## config.mk

```make
export PLATFORM = sky130hd
export DESIGN_NAME = seq_gen_1011_flat
export DESIGN_NICKNAME = d
export VERILOG_FILES = /design/src/rtl/seq_gen_1011_if.sv /design/src/rtl/seq_gen_1011.sv /design/src/flat_wrapper.sv
export SDC_FILE = /design/constraint.sdc
export NUM_CORES = 1
export LEC_CHECK = 0
export ABC_AREA = 1
export CORE_MARGIN = 2
export CORE_UTILIZATION = 55
export CTS_CLUSTER_SIZE = 30
export DETAILED_ROUTE_END_ITERATION = 10
export DONT_BUFFER_PORTS = 1
export PLACE_DENSITY = 0.74
export SLEW_MARGIN = 20
export SYNTH_ARGS = -nofsm -noshare
export SYNTH_HDL_FRONTEND = slang
export SYNTH_SLANG_ARGS = --single-unit
```

## constraint.sdc

```tcl
create_clock -name clk -period 1.7 [get_ports clk]
set_clock_uncertainty 0.05 [all_clocks]
set_input_delay 0.51 -clock clk [delete_from_list [all_inputs] [get_ports clk]]
set_output_delay 0.51 -clock clk [all_outputs]
set_load 0.05 [all_outputs]
```

## src/rtl/seq_gen_1011_if.sv

```systemverilog
// Serial pattern transmitter bus: transfer request fields and serial output stream.
interface seq_gen_1011_if #(
   parameter int unsigned CNT_W = 4
) ();
   logic             start;
   logic [CNT_W-1:0] rep;
   logic [CNT_W-1:0] gap;
   logic             dout;
   logic             valid;
   logic             busy;
   logic             frame_end;
   logic             done;

   // Requester side: drives the request, observes the stream
   modport master (
      output start, rep, gap,
      input  dout, valid, busy, frame_end, done
   );

   // Transmitter side: accepts the request, drives the stream
   modport slave (
      input  start, rep, gap,
      output dout, valid, busy, frame_end, done
   );
endinterface

```

## src/rtl/seq_gen_1011.sv

```systemverilog
// Framed serial transmitter: sends PATTERN (MSB first) rep times, with gap zero bits
// between frames and none after the last, then pulses done for one cycle.
module seq_gen_1011 #(
   parameter int unsigned        PAT_LEN = 4,
   parameter logic [PAT_LEN-1:0] PATTERN = 4'b1011,
   parameter int unsigned        CNT_W   = 4
) (
   input logic           clk,
   input logic           res,
   seq_gen_1011_if.slave bus
);

   localparam int unsigned IDX_W = (PAT_LEN > 1) ? $clog2(PAT_LEN) : 1;
   localparam logic [IDX_W-1:0] LAST_IDX = IDX_W'(PAT_LEN - 1);

   typedef enum logic [1:0] {StIdle, StSend, StGap, StDone} state_t;

   state_t           r_state, w_state_next;
   logic [IDX_W-1:0] r_bit_idx, w_bit_idx_next;
   logic [CNT_W-1:0] r_frm_cnt, w_frm_cnt_next;
   logic [CNT_W-1:0] r_gap_cnt, w_gap_cnt_next;
   logic [CNT_W-1:0] r_rep_q, w_rep_next;
   logic [CNT_W-1:0] r_gap_q, w_gap_next;
   logic [CNT_W-1:0] w_rep_m1, w_gap_m1;
   logic             w_dout, w_valid, w_busy, w_frame_end, w_done;

   // Only compared in SEND/GAP, where the latched values are known to be nonzero
   assign w_rep_m1 = r_rep_q - CNT_W'(1);
   assign w_gap_m1 = r_gap_q - CNT_W'(1);

   // State and counter registers with synchronous reset taking priority
   always_ff @(posedge clk) begin
      if (res) begin
         r_state   <= StIdle;
         r_bit_idx <= '0;
         r_frm_cnt <= '0;
         r_gap_cnt <= '0;
         r_rep_q   <= '0;
         r_gap_q   <= '0;
      end else begin
         r_state   <= w_state_next;
         r_bit_idx <= w_bit_idx_next;
         r_frm_cnt <= w_frm_cnt_next;
         r_gap_cnt <= w_gap_cnt_next;
         r_rep_q   <= w_rep_next;
         r_gap_q   <= w_gap_next;
      end
   end

   // Next-state logic and Moore output decode from state and counters
   always_comb begin
      w_state_next   = r_state;
      w_bit_idx_next = r_bit_idx;
      w_frm_cnt_next = r_frm_cnt;
      w_gap_cnt_next = r_gap_cnt;
      w_rep_next     = r_rep_q;
      w_gap_next     = r_gap_q;
      w_dout         = 1'b0;
      w_valid        = 1'b0;
      w_busy         = 1'b0;
      w_frame_end    = 1'b0;
      w_done         = 1'b0;

      unique case (r_state)
         StIdle: begin
            if (bus.start) begin
               w_rep_next     = bus.rep;
               w_gap_next     = bus.gap;
               w_bit_idx_next = '0;
               w_frm_cnt_next = '0;
               w_gap_cnt_next = '0;
               // An empty transfer still reports completion
               w_state_next   = (bus.rep != '0) ? StSend : StDone;
            end
         end
         StSend: begin
            w_dout  = PATTERN[LAST_IDX - r_bit_idx];
            w_valid = 1'b1;
            w_busy  = 1'b1;
            if (r_bit_idx == LAST_IDX) begin
               w_frame_end    = 1'b1;
               w_bit_idx_next = '0;
               w_frm_cnt_next = r_frm_cnt + CNT_W'(1);
               if (r_frm_cnt == w_rep_m1) begin
                  w_state_next = StDone;
               end else if (r_gap_q == '0) begin
                  w_state_next = StSend;
               end else begin
                  w_state_next = StGap;
               end
            end else begin
               w_bit_idx_next = r_bit_idx + IDX_W'(1);
            end
         end
         StGap: begin
            w_valid = 1'b1;
            w_busy  = 1'b1;
            if (r_gap_cnt == w_gap_m1) begin
               w_gap_cnt_next = '0;
               w_state_next   = StSend;
            end else begin
               w_gap_cnt_next = r_gap_cnt + CNT_W'(1);
            end
         end
         StDone: begin
            w_done       = 1'b1;
            w_state_next = StIdle;
         end
         default: begin
            w_state_next = StIdle;
         end
      endcase
   end

   assign bus.dout      = w_dout;
   assign bus.valid     = w_valid;
   assign bus.busy      = w_busy;
   assign bus.frame_end = w_frame_end;
   assign bus.done      = w_done;

endmodule

```

## src/flat_wrapper.sv

```systemverilog
// flat-port wrapper written by rule: the top's interface ports become plain ports
module seq_gen_1011_flat 
#(
   parameter int unsigned        PAT_LEN = 4,
   parameter logic [PAT_LEN-1:0] PATTERN = 4'b1011,
   parameter int unsigned        CNT_W   = 4
)
  (clk, res, bus_start, bus_rep, bus_gap, bus_dout, bus_valid, bus_busy, bus_frame_end, bus_done);
  seq_gen_1011_if #(.CNT_W(CNT_W)) bus_i ();
  input logic clk;
  input logic res;
  input wire logic [$bits(bus_i.start)-1:0] bus_start;
  input wire logic [$bits(bus_i.rep)-1:0] bus_rep;
  input wire logic [$bits(bus_i.gap)-1:0] bus_gap;
  output wire logic [$bits(bus_i.dout)-1:0] bus_dout;
  output wire logic [$bits(bus_i.valid)-1:0] bus_valid;
  output wire logic [$bits(bus_i.busy)-1:0] bus_busy;
  output wire logic [$bits(bus_i.frame_end)-1:0] bus_frame_end;
  output wire logic [$bits(bus_i.done)-1:0] bus_done;
  assign bus_i.start = bus_start;
  assign bus_i.rep = bus_rep;
  assign bus_i.gap = bus_gap;
  assign bus_dout = bus_i.dout;
  assign bus_valid = bus_i.valid;
  assign bus_busy = bus_i.busy;
  assign bus_frame_end = bus_i.frame_end;
  assign bus_done = bus_i.done;
  seq_gen_1011 #(.PAT_LEN(PAT_LEN), .PATTERN(PATTERN), .CNT_W(CNT_W)) u_core (.clk(clk), .res(res), .bus(bus_i));
endmodule
```

==> results of run 1 <==
## worst register-to-register path, cell delays in order (launching register included)
cell and delay (ps):
dfxtp_2 370, inv_2 60, ha_4 230, nand2_1 60, inv_1 40, nor2_1 100, nand2_1 70, nor2_2 80
nand2_2 80, a21oi_4 190, nand2_1 70, nor2_1 100, nor2_1 40
## per-layer routing
metal,wire [µm],part of all wire,vias to the layer above
met2,1370,0.49,28
met5,0,0,-
met1,1250,0.45,545
li1,-,-,635
met4,24,0.0086,0
met3,136,0.049,4
## final cells by class
type                            count  area (µm²)
Clock buffer                        4        36.3
Tap cell                           28        35.0
Fill cell                         179         624
Inverter                           31         124
Sequential cell                    20         414
Multi-Input combinational cell    135         792
Timing Repair Buffer               16         165
## power by group
group	total (mW)	internal, mW	switching, mW
clock network	0.284	0.131	0.154
logic	1.49	0.615	0.876
registers	0.676	0.579	0.0969
## layout by cell type (no fill, tap or decap), types with 3 or more instances in the layout
cell and n:
nand2_2 5, dfxtp_1 13, inv_4 3, clkbuf_4 3, nand2_1 44, nand4_1 3, inv_2 8, a21oi_1 15
ha_4 4, nand3_1 11, inv_1 20, buf_12 3, nor2_1 18, dfxtp_2 5, o21ai_0 14, buf_4 12
ha_1 7, xor2_1 3
## timing repair
action,4_1_cts,5_1_grt
pin swaps,2,10
setup buffers,5,2
gates cloned,0,0
endpoints found under the setup margin,5,10
gates resized for setup,16,14
## registers in the layout (all words and copies together) (netlist names)
| signal | cells |
|---|---|
| u_core.r_rep_q | 4 |
| u_core.r_bit_idx | 2 |
| u_core.r_frm_cnt | 4 |
| u_core.r_state | 2 |
| u_core.r_gap_q | 4 |
| u_core.r_gap_cnt | 4 |
## cells by family after synthesis
| kind of cell | count (synthesis) | share of synthesized area |
|---|---|---|
| buf+inv | 34 | 0.107 |
| simple gates | 87 | 0.294 |
| compound gates | 33 | 0.146 |
| fa+ha+maj | 11 | 0.109 |
| flops | 20 | 0.317 |
| xor+xnor | 4 | 0.0277 |
## how the worst max path moves through the flow
stage	from	endpoint
after floorplan	u_core.r_state[0]	bus_valid
after global placement	u_core.r_state[0]	u_core.r_frm_cnt[3]
after detailed placement	u_core.r_state[0]	u_core.r_frm_cnt[3]
after CTS	u_core.r_state[1]	bus_dout
after global routing	u_core.r_state[0]	bus_busy
final	u_core.r_state[0]	bus_busy
## metrics by stage
| step | instances | TNS [ps] |
|---|---|---|
| 2_1_floorplan | 189 | -20.8 |
| 5_1_grt | 234 | -496 |
| 3_5_place_dp | 223 | -1.59 |
| 4_1_cts | 232 | -181 |
| 6_report | 234 | -174 |
| 3_3_place_gp | 223 | 0 |
==> results.json, run 1 <==
{
  "status": "finished, violations left",
  "violations": "setup timing",
  "hold_viol_final": 0,
  "antenna_violating_nets_post_route": 0,
  "startpoint_type": "flip-flop",
  "syn-cell-area_um2": 1260,
  "clkLatencyLatePin_ps": 300,
  "final_util": 0.715,
  "grtUsageTotal": 0.218,
  "pre_cts_ws_ps": -1.59,
  "drv_cap": 0,
  "drt-initial-drc-count": 28,
  "port_buffers": 0,
  "synth_top_area_share": 0.317,
  "dpl_cell_area_um2": 1390,
  "ys_top_cells_by_area": "dfxtp_1 32%, nand2_1 13%, ha_1 11%",
  "crit_arrival_ps": 1190,
  "die_area_um2": 2700,
  "place_congestion": 0.838,
  "slew_headroom": 0.745,
  "critPathTopFamily": "flip-flops",
  "grt_pass1_wl_mm": 4.39,
  "cp_max_fo": 4,
  "io-pin-count": 16,
  "cts_tree": "yes",
  "r2r-end": "u_core.r_state[1]",
  "cts_root_buf": "clkbuf_4",
  "ys.flop_type": "dfxtp_1",
  "drt_wl_total_mm": 2.78,
  "grt_start_max_net_pins": 17,
  "syn_nets": 211,
  "viasPerCell": 5.18,
  "drive_gt1_frac": 0.252,
  "holdPathEnd": "u_core.r_state[0]",
  "grt_pass1_vias": 1123,
  "yosysUniqueCellTypes": 23,
  "slew_viol_final": 0,
  "drc": 0,
  "period_minus_slack_ps": 1750,
  "cp.depth": 3,
  "antenna_cells": 0,
  "cts_buffers": 3,
  "grt_use_met1": 0.262,
  "r2r-start": "u_core.r_gap_q[0]",
  "post_drt_wl_per_cell_um": 11.9,
  "crit_chain": "inv_4, ha_4, buf_12",
  "ys_warn_count": 0,
  "synthTopCellsByCount": "44 x nand2_1, 27 x inv_1, 20 x dfxtp_1",
  "yosysMostFrequentCell": "nand2_1",
  "fmax_mhz": 570,
  "worstRegToRegCells": 12,
  "core_area_um2": 2190,
  "vdd_drop_max_v": 0.00154,
  "p_leak_nw": 0.719,
  "antenna_found_initial": 0,
  "async_flop_share": 0,
  "hpwl_mm": 2.02,
  "overflow": 0,
  "final_net_count": 229,
  "hold_buffers": 0,
  "grt_use_met2": 0.384,
  "busiest_layer": "met2",
  "final_area_um2": 1570,
  "hold_slack_ps": 186,
  "synth.ff_latch_count": 20,
  "synth_edf_count": 0,
  "cts.path.max_buffers": 2,
  "cts.clk_slew.worst_paths_ps": 130,
  "tightest_slew_ps": 379,
  "critPathSlowestCell": "dfxtp_4",
  "finalSetupViolations": 5,
  "synth_seq_area_share": 0.317,
  "syn_avg_cell_area_um2": 6.69,
  "postSynthCellCount": 189,
  "area_growth_pct": 23.8,
  "worstHoldStart": "res",
  "whs_path_depth": 1,
  "dieWidth_um": 52.0,
  "power.density_nw_per_um2": 1560,
  "rsz0062_at_grt": "true",
  "cp-end-kind": "output port",
  "dr.pass1.iters": 4,
  "post-route-period-util": 1.03,
  "vias": 1212,
  "critPathBufInv": 2,
  "design_power_total_mw": 2.45,
  "grt.met3_usage": 0.0402,
  "crit_required_ps": 1140,
  "num_rows": 17,
  "slowest_delay_ps": 410,
  "setup_ws_ps": -54.2,
  "die_h_um": 52.0,
  "hp-class": "in -> reg",
  "critical_path_class": "reg -> out",
  "rrSetupSlack_ps": 90,
  "initial_core_util": 0.577,
  "synth_top_area_cell": "dfxtp_1",
  "cts_num_sinks": 20,
  "h-tree-depth": 1
}
Power figures use the tool's default switching activity.
==> run 2, diff against run 1 <==
--- a/config.mk
+++ b/config.mk
@@ -6,13 +6,13 @@
 export NUM_CORES = 1
 export LEC_CHECK = 0
 export ABC_AREA = 1
+export CAP_MARGIN = 10
 export CORE_MARGIN = 2
 export CORE_UTILIZATION = 55
 export CTS_CLUSTER_SIZE = 30
 export DETAILED_ROUTE_END_ITERATION = 10
 export DONT_BUFFER_PORTS = 1
 export PLACE_DENSITY = 0.74
-export SLEW_MARGIN = 20
 export SYNTH_ARGS = -nofsm -noshare
 export SYNTH_HDL_FRONTEND = slang
 export SYNTH_SLANG_ARGS = --single-unit
==> results of run 2 <==
No change in the layout: final DEF, timing and power equal those of run 1.
==> run 3, diff against run 2 <==
--- a/config.mk
+++ b/config.mk
@@ -9,10 +9,12 @@
 export CAP_MARGIN = 10
 export CORE_MARGIN = 2
 export CORE_UTILIZATION = 55
+export CTS_CLUSTER_DIAMETER = 80
 export CTS_CLUSTER_SIZE = 30
 export DETAILED_ROUTE_END_ITERATION = 10
 export DONT_BUFFER_PORTS = 1
 export PLACE_DENSITY = 0.74
+export SKIP_LAST_GASP = 1
 export SYNTH_ARGS = -nofsm -noshare
 export SYNTH_HDL_FRONTEND = slang
 export SYNTH_SLANG_ARGS = --single-unit
==> constraint.sdc (replaced) <==
create_clock -name clk -period 1.4 [get_ports clk]
set_clock_uncertainty 0.05 [all_clocks]
set_input_delay 0.42 -clock clk [delete_from_list [all_inputs] [get_ports clk]]
set_output_delay 0.42 -clock clk [all_outputs]
set_load 0.05 [all_outputs]
==> run 3 against run 2 <==
The flow still finishes with violations (setup timing). Final area is 9.3% higher. First-iteration DRC count is 21% lower. Routed wire length is 20% higher. Sequential cell count stayed put. Clock-buffer cell count is 1 lower. Sequential share of layout area is 2.2 points lower. Non-clock buffer count is 12 higher. Setup slack worse by 230 ps. Clock power hardly changed. Final cell count is 4.7% higher. Critical path depth is 2 higher. Via count is 6.8% higher. Largest power group unchanged.
==> results.json, run 3 (synthesized netlist as in run 1, its figures left out) <==
{
  "final_net_count": 241,
  "drc": 0,
  "p_leak_nw": 0.786,
  "slew_headroom": 0.672,
  "viasPerCell": 5.29,
  "cts_num_sinks": 20,
  "grtUsageTotal": 0.285,
  "layout_commonest_cell": "nand2_1",
  "cts_buffers": 3,
  "vdd_drop_max_v": 0.00243,
  "overflow": 0,
  "crit_required_ps": 930,
  "drv_cap": 0,
  "cp_max_fo": 3,
  "slowest_delay_ps": 380,
  "violations": "setup timing",
  "tightest_slew_ps": 487,
  "cts_tree": "yes",
  "grt_pass1_vias": 1328,
  "die_area_um2": 2700,
  "critPathSlowestCell": "dfxtp_4",
  "critical_path_class": "reg -> out",
  "status": "finished, violations left",
  "grt_pass1_wl_mm": 5.66,
  "final_cell_mix": "42 x nand2_1, 21 x buf_4, 19 x inv_1",
  "post_drt_wl_per_cell_um": 13.6,
  "die_h_um": 52.0,
  "pre_cts_ws_ps": -212,
  "drive_gt1_frac": 0.346,
  "grt_start_max_net_pins": 17,
  "antenna_found_initial": 0,
  "h-tree-depth": 1,
  "hold_buffers": 0,
  "antenna_violating_nets_post_route": 0,
  "hold_slack_ps": 97.7,
  "finalSetupViolations": 15,
  "rsz0062_at_grt": "true",
  "post-route-period-util": 1.20,
  "io-pin-count": 16,
  "clkLatencyLatePin_ps": 300,
  "crit_chain": "inv_4, ha_4, inv_2, nor2_4, buf_12",
  "slew_viol_final": 0,
  "hpwl_mm": 2.32,
  "dieWidth_um": 52.0,
  "design_power_total_mw": 3.26,
  "cts.clk_slew.worst_paths_ps": 120,
  "hp-class": "in -> reg",
  "core_area_um2": 2190,
  "startpoint_type": "flip-flop",
  "period_minus_slack_ps": 1680,
  "drt_wl_total_mm": 3.33,
  "fmax_mhz": 595,
  "crit_arrival_ps": 1210,
  "cts.path.max_buffers": 2,
  "antenna_cells": 0,
  "power.density_nw_per_um2": 1910,
  "setup_ws_ps": -281,
  "dr.pass1.iters": 4,
  "area_growth_pct": 35.3,
  "drt-initial-drc-count": 22,
  "port_buffers": 0,
  "hold_viol_final": 0,
  "vias": 1295,
  "place_congestion": 0.870,
  "initial_core_util": 0.577,
  "cts_root_buf": "clkbuf_4",
  "num_rows": 17,
  "cp-end-kind": "output port"
}
==> run 3: changes by cell type in the layout (fill, tap and decap cells not counted), sizes merged <==
| cell | change |
|---|---|
| buf | +12 |
| clkinvlp | +1 |
| inv | -1 |
| clkbuf | -1 |
==> run 3: report_power, final <==
part	internal (mW)	switching, mW	leakage (nW)
combinational	0.934	1.22	0.605
sequential	0.705	0.120	0.167
clock	0.100	0.181	0.0138
==> run 3: timing repair <==
item	in CTS	in global routing
gates resized for setup	32	8
endpoints found under the setup margin	16	16
hold endpoints to repair	0	0
buffers inserted	6	1
gates cloned	0	0
pin swaps	8	3
==> run 3: final cells by class <==
type	instances	area, µm²
sequential	20	415
multi-input combinational	135	857
tap	28	35.0
inverter	31	128
clock buffer	3	22.5
timing repair buffer	28	254
fill	152	479
==> run 3: worst max-delay path, delay by kind of cell (launching register included) <==
kind                       cells  cell delay (ps)
DFF                            1              380
buffers and inverters          3              270
adders and majority gates      1              160
and+or+nand+nor                1              100
==> run 3: routing by layer <==
| metal | vias up | GRT usage | routed length (µm) |
|---|---|---|---|
| met4 | 0 | 0.132 | 89 |
| met3 | 10 | 0.0718 | 161 |
| li1 | 654 | - | - |
| met1 | 601 | 0.304 | 1420 |
| met2 | 30 | 0.519 | 1660 |
| met5 | - | 0 | 0 |
==> run 3: stage by stage <==
stage                     setup TNS [ps]  area [µm²]   util  std cells
final                              -2250        1710  0.781        245
after global placement              -674        1520  0.692        235
after detailed placement           -1160        1520  0.692        235
after floorplan                     -383        1330      -        189
after CTS                          -2070        1670  0.763        244
after global routing               -3630        1710  0.781        245
==> run 3: worst paths after layout <==
check / slack (ps) / end / cells past startpoint / from
worst max register to register: -170 / u_core.r_state[1] / 12 / u_core.r_gap_q[0]
worst min-delay path: 100 / u_core.r_state[0] / 1 / res
worst min register to register: 430 / u_core.r_bit_idx[1] / 2 / u_core.r_bit_idx[1]
worst max-delay path: -280 / bus_dout / 5 / u_core.r_state[1]
==> patch: new RTL, config.mk and constraints of run 2 <==
`CNT_W` is set to 4 in 3 places; all go to 6.
--- a/src/rtl/seq_gen_1011_if.sv
+++ b/src/rtl/seq_gen_1011_if.sv
@@ -1,6 +1,6 @@
 // Serial pattern transmitter bus: transfer request fields and serial output stream.
 interface seq_gen_1011_if #(
-   parameter int unsigned CNT_W = 4
+   parameter int unsigned CNT_W = 6
 ) ();
    logic             start;
    logic [CNT_W-1:0] rep;
--- a/src/rtl/seq_gen_1011.sv
+++ b/src/rtl/seq_gen_1011.sv
@@ -3,7 +3,7 @@
 module seq_gen_1011 #(
    parameter int unsigned        PAT_LEN = 4,
    parameter logic [PAT_LEN-1:0] PATTERN = 4'b1011,
-   parameter int unsigned        CNT_W   = 4
+   parameter int unsigned        CNT_W   = 6
 ) (
    input logic           clk,
    input logic           res,
--- a/src/flat_wrapper.sv
+++ b/src/flat_wrapper.sv
@@ -3,7 +3,7 @@
 #(
    parameter int unsigned        PAT_LEN = 4,
    parameter logic [PAT_LEN-1:0] PATTERN = 4'b1011,
-   parameter int unsigned        CNT_W   = 4
+   parameter int unsigned        CNT_W   = 6
 )
   (clk, res, bus_start, bus_rep, bus_gap, bus_dout, bus_valid, bus_busy, bus_frame_end, bus_done);
   seq_gen_1011_if #(.CNT_W(CNT_W)) bus_i ();
Interface: changed (resized bus_gap and bus_rep); port bits go from 16 to 20. The function was not compared with the original's and may differ.
==> patch against run 2 <==
- the run still ends with setup timing left
- cell area increased by 33%
- count of clock-buffer cells in the layout did not move
- area after synthesis rose by 36%
- wire length up 38%
- critical path type unchanged
- synthesized cell count increased by 38%
- highest routed layer unchanged
- sequential cell count up 8
- worst setup slack worse by 55 ps
- via count is 37% higher
- worst hold slack worse by 41 ps
- largest power group unchanged
- core utilization shrank 2.2 points
- power up 27%
==> patch: results (changes against run 2) <==
Gate Count Post-Synth 260 (+38%); drt initial violations 53 (+89%); Final #Nets 305 (+33%); global-route usage over all layers 21.5% (-0.27 points); register area share after synthesis 32.7% (+1.0 points); number of synthesized flops with an enable pin 0 (unchanged); DP Worst Slack 17.9 ps (+19.5 ps); vias in the first global route 1368 (+22%); final number of setup-violating endpoints 6 (+1); Final WS setup -110 ps (-55.3 ps); Net Count, Synth 285 (+35%); worst reg2reg path startpoint u_core.r_state[1]$_SDFFE_PP0P_; slew of the pin with the lowest slew margin 429 ps (+50.8 ps); met3 WL 208 µm (+53%); failing checks setup timing; Max VDD drop 0.00163 V (+6.2%); Synth top cells by count nand2_1 (62), inv_1 (37), dfxtp_1 (28), nor2_1 (26), a21oi_1 (21); top post-synthesis cells by area dfxtp_1 (33%), nand2_1 (14%), inv_1 (8.1%); Crit path arrival time 1250 ps (+60 ps); met2 WL 1730 µm (+27%); Synthesis Warnings 0 (unchanged); Worst-Skew Late Latency 340 ps (+40 ps); layout cells sized above 1 25.8% (+0.56 points); Synth cell types 27 (+17%); routability cong. 0.841 (+0.29%); vias per cell 5.34 (+3.0%); status finished with violations; wire per inst 12.3 µm (+3.8%); met1 wire length 1840 µm (+48%); largest net degree at the start of global routing 23 (+6); Fillers 245 (+37%)
-- patch: repair_timing --
item / CTS / global route
resized for setup: 17 / 26
setup endpoints to repair: 6 / 14
pin swaps: 1 / 14
hold endpoints to repair: 0 / 0
buffers inserted: 2 / 5
-- patch: per-stage QoR --
step,cells,cell area (µm²),hold WS (ps),TNS (ps)
after floorplan,260,1730,394,0
after global placement,301,1870,412,0
after detailed placement,301,1870,413,0
after CTS,307,1960,146,-395
after global routing,312,2080,133,-1010
final,312,2080,145,-409
-- patch: path summary, 6_finish.rpt --
kind	endpoint	slack [ps]	cells past startpoint
worst max-delay path	bus_valid	-110	2
worst min-delay path	u_core.r_state[0]$_SDFFE_PP0P_	140	1
worst max register to register	u_core.r_frm_cnt[5]$_SDFFE_PP0P_	-10	11
worst min register to register	u_core.r_rep_q[5]$_SDFFE_PP0P_	430	2
-- patch: where the power goes --
group | switching [W] | internal (W)
Clock | 0.000208 | 0.000131
Sequential | 0.000136 | 0.000789
Combinational | 0.00112 | 0.000742
Total | 0.00146 | 0.00166
-- patch: cell type report --
class / instances / share of cell area (%)
multi-input cells: 186 / 52.5
inverters: 42 / 8.06
repair buffers: 19 / 8.24
flip-flops and latches: 28 / 27.5
clock buffers: 4 / 1.74
well taps: 33 / 1.98
-- patch: kinds of logic after synthesis --
group / synth area share [%]
adder cells (fa/ha/maj): 7.30
AND/OR/NAND/NOR: 32.8
flip-flops: 32.7
AO/OA/AOI/OAI: 13.3
XOR/XNOR: 3.58
buffers and inverters: 10.3
-- patch: per-layer routing --
| layer | up-vias | global-route usage [%] |
|---|---|---|
| met4 | 0 | 6.67 |
| li1 | 857 | - |
| met5 | - | 0 |
| met3 | 7 | 4.11 |
| met1 | 762 | 30.4 |
| met2 | 39 | 33.1 |
-- patch: critical path, stage by stage (launching register included) --
cell	delay (ps)
dfxtp_4	420
inv_4	50
ha_4	440
